## src/rtl/csi_rx_packet_parser.sv

```systemverilog
// CSI-2 packet parser: header decode, CRC strip, payload byte enables.
// Sits between the word aligner and the ISP/unpacker.
module csi_rx_packet_parser #(
  parameter int NUM_LANE = 2
) (
  input  logic                  byte_clock,
  input  logic                  reset_n,
  input  logic                  enable,
  input  logic [8*NUM_LANE-1:0] data_in,
  input  logic                  valid_in,
  output logic                  wait_for_sync,
  output logic                  packet_done,
  output logic                  hdr_valid,
  output logic [1:0]            virtual_channel,
  output logic [5:0]            data_type,
  output logic [15:0]           word_count,
  output logic                  frame_start,
  output logic                  frame_end,
  output logic [8*NUM_LANE-1:0] payload_out,
  output logic [NUM_LANE-1:0]   payload_be,
  output logic                  payload_valid,
  output logic                  pkt_err
);

  typedef enum logic [1:0] {
    IDLE,
    HEADER,
    PAYLOAD,
    DONE
  } state_t;

  state_t        state_q, state_d;
  logic [7:0]    hdr_q [3];
  logic [7:0]    hdr_d [3];
  logic [2:0]    hdr_cnt_q;
  logic [2:0]    hdr_cnt_d;
  logic [2:0]    idx;
  logic [17:0]   rem_q;
  logic          hdr_full;
  logic          is_long;
  logic          take_hdr;
  logic          decode;
  logic          take_pay;
  logic          abort;
  logic [NUM_LANE-1:0] be_d;

  assign wait_for_sync = (state_q == IDLE);
  assign packet_done   = (state_q == DONE);

  // ECC byte (header byte 3) is never stored
  always_comb begin
    hdr_d = hdr_q;
    idx   = '0;
    for (int i = 0; i < NUM_LANE; i++) begin
      idx = hdr_cnt_q + 3'(i);
      if (idx < 3'd3) begin
        hdr_d[idx[1:0]] = data_in[8*i +: 8];
      end
    end
  end

  assign hdr_cnt_d = hdr_cnt_q + 3'(NUM_LANE);
  assign hdr_full  = (hdr_cnt_d >= 3'd4);
  assign is_long   = (hdr_d[0][5:0] >= 6'h10);

  always_comb begin
    for (int i = 0; i < NUM_LANE; i++) begin
      be_d[i] = (rem_q > 18'(i + 2));
    end
  end

  always_comb begin
    state_d  = state_q;
    take_hdr = 1'b0;
    decode   = 1'b0;
    take_pay = 1'b0;
    abort    = 1'b0;
    unique case (state_q)
      IDLE, HEADER: begin
        if (valid_in) begin
          take_hdr = 1'b1;
          if (hdr_full) begin
            decode  = 1'b1;
            state_d = is_long ? PAYLOAD : DONE;
          end else begin
            state_d = HEADER;
          end
        end else if (state_q == HEADER) begin
          abort   = 1'b1;
          state_d = DONE;
        end
      end
      PAYLOAD: begin
        if (valid_in) begin
          take_pay = 1'b1;
          if (rem_q <= 18'(NUM_LANE)) begin
            state_d = DONE;
          end
        end else begin
          abort   = 1'b1;
          state_d = DONE;
        end
      end
      DONE: begin
        state_d = IDLE;
      end
      default: begin
        state_d = IDLE;
      end
    endcase
  end

  always_ff @(posedge byte_clock) begin
    if (!reset_n) begin
      state_q         <= IDLE;
      hdr_q           <= '{default: 8'h00};
      hdr_cnt_q       <= '0;
      rem_q           <= '0;
      hdr_valid       <= 1'b0;
      frame_start     <= 1'b0;
      frame_end       <= 1'b0;
      pkt_err         <= 1'b0;
      payload_valid   <= 1'b0;
      payload_out     <= '0;
      payload_be      <= '0;
      virtual_channel <= '0;
      data_type       <= '0;
      word_count      <= '0;
    end else if (enable) begin
      state_q       <= state_d;
      hdr_valid     <= decode;
      frame_start   <= decode && (hdr_d[0][5:0] == 6'h00);
      frame_end     <= decode && (hdr_d[0][5:0] == 6'h01);
      pkt_err       <= abort;
      payload_valid <= take_pay;
      hdr_cnt_q     <= (take_hdr && !hdr_full) ? hdr_cnt_d : 3'd0;
      if (take_hdr) begin
        hdr_q <= hdr_d;
      end
      if (decode) begin
        virtual_channel <= hdr_d[0][7:6];
        data_type       <= hdr_d[0][5:0];
        word_count      <= {hdr_d[2], hdr_d[1]};
        rem_q           <= {2'b00, hdr_d[2], hdr_d[1]} + 18'd2;
      end
      // rem saturates; the packet ends once it reaches NUM_LANE or below
      if (take_pay) begin
        payload_out <= data_in;
        payload_be  <= be_d;
        rem_q       <= (rem_q > 18'(NUM_LANE)) ?
                       rem_q - 18'(NUM_LANE) : 18'd0;
      end
    end
  end

endmodule

```

## config.mk

```make
export PLATFORM = sky130hd
export DESIGN_NAME = csi_rx_packet_parser
export DESIGN_NICKNAME = d
export VERILOG_FILES = /design/src/rtl/csi_rx_packet_parser.sv
export SDC_FILE = /design/constraint.sdc
export NUM_CORES = 1
export LEC_CHECK = 0
export ABC_AREA = 0
export CAP_MARGIN = 20
export CORE_MARGIN = 2
export CORE_UTILIZATION = 58
export DETAILED_ROUTE_END_ITERATION = 8
export PLACE_DENSITY = 0.85
export SKIP_CTS_REPAIR_TIMING = 1
export SYNTH_ARGS = -nofsm -noshare
export SYNTH_HDL_FRONTEND = slang
export SYNTH_SLANG_ARGS = --single-unit
```

## constraint.sdc

```tcl
create_clock -name byte_clock -period 6.96 [get_ports byte_clock]
set_input_delay 0.696 -clock byte_clock [delete_from_list [all_inputs] [get_ports byte_clock]]
set_output_delay 0.696 -clock byte_clock [all_outputs]
set_load 0.02 [all_outputs]
```

; ---- Word level (Yosys, flattened, before mapping)
; Cells that the tools add are included.
[word_totals]
in_bits = 20
word_cells = 83
out_inout_bits = 49
reg_bits = 94
[classes]
bitwise_logic = 2
add_sub_neg = 4
muxes = 29
n_reduce_logical = 15
n_eq_ne = 6
order_cmp = 11
[ops]
columns = operator, count
row1 = 2-to-1 mux 18 bit, 3
row2 = bitwise mux 24 bit, 2
row3 = 2-to-1 mux 24 bit, 2
row4 = > comparator 18 x 2 -> 1 bit (second input constant), 2
row5 = demux 8 bit (select 2 bit), 2
row6 = less-or-equal comparator 18 x 2 -> 1 bit (second input constant), 1
row7 = subtractor 18 x 2 -> 18 bit (second input constant), 1
row8 = adder 16 x 2 -> 17 bit (second input constant), 1
row9 = 2-to-1 mux 8 bit, 2
row10 = 2-to-1 mux 1 bit, 10
row11 = 2-to-1 mux 2 bit, 5
row12 = greater-or-equal comparator 3 bit (second input constant), 3
row13 = AND reduction 2 bit, 4
row14 = == test 6 x 1 -> 1 bit (second input constant), 1
row15 = greater-or-equal comparator 6 x 5 -> 1 bit (second input constant), 1
row16 = logical NOT 6 bit, 1
row17 = < comparator 3 x 1 -> 1 bit (second input constant), 2
row18 = < comparator 3 x 2 -> 1 bit (second input constant), 2
row19 = inequality test 3 bit (second input constant), 2
row20 = inverter 2 -> 3 bit, 2
row21 = one-hot mux 2 bit (3 select lines), 1
row22 = logical AND 1 bit, 5
row23 = == test 2 bit (second input constant), 2
row24 = adder 3 x 1 -> 3 bit (second input constant), 1
row25 = 9 further kinds, 9

; ---- Depth between registers and ports, before layout
[logic_depth]
ltp_word = 14
depth_mapped = 13
ltp_nobuf = 10

; ---- Least setup slack after synthesis
; No wires, ideal clock.
[synth_timing]
kind = register -> register
from = register hdr_cnt_q[1]
to = register rem_q[9]
n_path_buf = 3
setup_time_ns = 0.130
period_less_slack_ns = 2.559
required_ns = 6.830
arrival_time_ns = 2.429
stages_incl_launch_ff = 14
slack_ns = 4.401
cell_sequence = dfxtp_1 -> clkbuf_1 -> inv_1 -> ha_1 -> nand2b_1 -> buf_6 -> buf_2 -> mux2i_1 -> inv_1 -> ha_1 -> nand4b_4 -> or4_1 -> a31oi_1 -> o31ai_1
[synth_rtl]
columns = item, line
row1 = from (decl), 35  ; logic [2:0] hdr_cnt_q;
row2 = from (signal assigned), 136  ; hdr_cnt_q <= (take_hdr && !hdr_full) ? hdr_cnt_d : 3'd0;
row3 = to (signal assigned), 144  ; rem_q <= {2'b00, hdr_d[2], hdr_d[1]} + 18'd2;
row4 = to (signal assigned), 150  ; rem_q <= (rem_q > 18'(NUM_LANE)) ?
row5 = to (decl), 38  ; logic [17:0] rem_q;

==> impl_results.md <==
* Status: complete, no violations
* Reg2Reg Capture Point: rem_q[9]
* First-pass GRT wire length at about 20 mm
* Worst Setup Path Type: flop to flop
* Worst flop-to-flop path startpoint: hdr_cnt_q[1]
* DP HPWL at ~8.3 mm
* Combinational share of power at 0.147
* Total wire length at 12.2 mm
* Critical path peak fanout at 16
* Syn nets at approximately 570
* Synth Cell Area at between 0.004 and 0.005 mm2
* Residual DRC at 0
* Final nets at 624
* Clock share of power at 0.373
* Sw Pwr at 0.316 mW
* Fin. max-slew vios at 0
* Worst Path Buf+Inv at 1
* Initial core utilization at 0.604
* Reg power frac at 0.480
* Total CTS buffers at 9
* FFs w/ async S/R, synth at 0
* Worst setup endpoint: rem_q[9]
* P_int at between 0.8 and 0.9 mW
* Iter 0 DRT Violations at between 300 and 400
* H-tree depth at 3
* Setup-failing EPs final at 0
* CP delay by family, top: simple AND/OR/NAND/NOR gates
* CP startpoint kind: flop
* Tightest Hold Check Type: flop to flop
* Max_cap viols at 0
* Sink Count at between 90 and 100
* RSZ-0062 raised after global routing: no
* Leak at 1.91 nW
* Core Footprint at approximately 0.0073 mm2
* Post-synth cell types at 55
* DRT Pass-1 Iters at 6
* Critical path startpoint: hdr_cnt_q[1]
* Crit end category: flop
* Vias per inst at roughly 6
* Clock Skew at 0.00696 ns
* CTS Root Cell: clkbuf_8
* Post-layout min period at approximately 3.1 ns
* Initial antenna violation count at 0
* Wire per inst at about 17 um
* Final instance area at around 0.0054 mm2
* Area growth syn-to-layout at 21.0%
* Max IR drop VDD at between 0.1 and 0.15 mV
* Most used cell, CP: ha_1
* Post-layout util at 0.731
* Row Count at 31
* CP cell instances: inv_1 -> ha_1 -> nand2b_1 -> mux2_2 -> ha_1 -> nand4b_4 -> or4_1 -> a31oi_1 -> o31ai_1
* Peak Freq at 323 MHz
* Hold Crit Start: payload_out[0]
* Sequential fraction of the synthesis area at 0.420
* Top routing layer in use: met4
* Synthesized area per cell at 8.04 um2
* Clock Latency Late Sink at approximately 0.36 ns
* Slowest-stage cell, CP: nand2b_1
* Area of the die at about 0.0084 mm2
* GR Overflow Total at 0
* Total Routing Usage GR at 0.295
* PwrDens at ~220 mW/mm2
* Synthesis Warnings at 0
* WP data required at 7.18 ns
* FF+latch count, synth at 93
* EDFF count, synth at 0
* Cells after Synth at approximately 550
* Stages on worst setup path at 9
* Sw Share at 0.269
* Input/output buffers at slightly below 70
* FF-to-FF path depth at 9
* Final hold vios at 0
* Clock transition at path regs at about 0.09 ns
* FF-to-FF setup slack at slightly below 4 ns
* Vias in the first global route at 4154
* IO Count at between 60 and 70
* Setup TNS at 0 ns
* Dpl cell area at 0.00511 mm2
* Largest net degree at the start of global routing at 67
* Final worst path period share at 0.445
* Critical path arrival at roughly 3.3 ns
* DIE WIDTH at just over 90 um
* Slew HR at 0.450
* Met2 WL at approximately 5.7 mm
* Final ANT Viol Nets at 0
* N_diodes at 0
* Slew at the pin closest to its max-slew limit at 0.825 ns
* CTS tree: yes
* DRT met1 WL at about 5.1 mm
* Met3 wire len at 936 um
* Fraction of layout cells with a size suffix above 1 at 0.0644
* Placer Congestion at approximately 0.9
* Slowest Stage Delay on Critical Path at roughly 0.55 ns
* DR vias at 4335
* CTS max path bufs at 2
* Chip height at 91.4 um
* FILL cells at about 560
* Synth Flop Type: dfxtp_1
how the worst min path moves through the flow:
stage               slack [ns]  cells past startpoint        endpoint
finish                    0.46                      2  payload_out[0]
global route              0.48                      2  payload_out[8]
CTS                       0.46                      2       hdr_q[23]
detailed placement        0.45                      2       hdr_q[23]
global placement          0.44                      2       hdr_q[18]
floorplan                 0.43                      2       hdr_q[22]
kinds of logic (layout without fill, tap and decap cells):
group	after synthesis	after routing	share of synthesized area
fa+ha+maj	3	3	0.00848
compound gates	152	152	0.216
flops	93	93	0.420
xor+xnor	6	6	0.0119
buf+inv	44	99	0.0449
mux	24	24	0.0576
simple gates	229	229	0.240
power groups by stage:
stage	sequential (mW)	clock, mW	combinational [mW]
2_1_floorplan	0.575	0	0.113
3_3_place_gp	0.573	0	0.164
3_5_place_dp	0.574	0	0.168
4_1_cts	0.562	0.439	0.170
5_1_grt	0.564	0.462	0.187
6_report	0.562	0.437	0.173
cell type report:
| type | instances | area [um2] | share of cell area |
|---|---|---|---|
| multi-input combinational | 414 | 2370 | 0.442 |
| sequential | 93 | 1860 | 0.347 |
| timing repair buffer | 74 | 726 | 0.135 |
| clock buffer | 9 | 124 | 0.0231 |
| tap | 99 | 124 | 0.0231 |
| clock inverter | 7 | 123 | 0.0229 |
| inverter | 9 | 33.8 | 0.00630 |
through the flow:
step	hold slack (ns)	setup WS [ns]	cells	power [mW]
floorplan	0.433	4.40	551	0.688
global placement	0.441	4.00	688	0.737
detailed placement	0.447	3.93	688	0.742
CTS	0.461	3.92	704	1.17
global route	0.481	3.70	705	1.21
finish	0.464	3.86	705	1.17
Yosys cell counts, drive strengths merged, types with 9 or more instances:
cell type	n	area [um2]
a211oi	25	188
a21oi	54	270
buf	16	93.8
clkbuf	19	71.3
dfxtp	93	1860
inv	9	33.8
mux2i	21	221
nand2	86	323
nand3	17	85.1
nor2	60	228
nor3	22	115
o21ai	33	169
cells in the final DEF (no fill, tap or decap), drive strengths merged, types with 9 or more instances in the layout:
| cell | n |
|---|---|
| nor3 | 22 |
| a21oi | 54 |
| nand2 | 86 |
| a211oi | 25 |
| clkdlybuf4s50 | 68 |
| nor2 | 60 |
| mux2i | 21 |
| o21ai | 33 |
| dfxtp | 93 |
| nand3 | 17 |
| inv | 10 |
| clkbuf | 9 |
state kept, by name (all words and copies together) (netlist names):
signal / count
hdr_cnt_q: 2
frame_start: 1
word_count: 16
frame_end: 1
hdr_valid: 1
state_q: 2
payload_out: 16
payload_be: 2
hdr_q: 24
rem_q: 18
data_type: 6
payload_valid: 1
pkt_err: 1
virtual_channel: 2
routing by layer:
layer / global-route usage / up-vias
li1: - / 2073
met1: 0.384 / 2031
met2: 0.472 / 190
met3: 0.0606 / 41
met4: 0.129 / 0
met5: 0 / -
worst register-to-register path, stage by stage (launching register included):
cell      delay, ns
dfxtp_1        0.54
inv_1          0.09
ha_1           0.21
nand2b_1       0.55
mux2_2         0.38
ha_1           0.27
nand4b_4       0.22
or4_1          0.45
a31oi_1        0.18
o31ai_1        0.08
(Power assumes the default switching activity.)
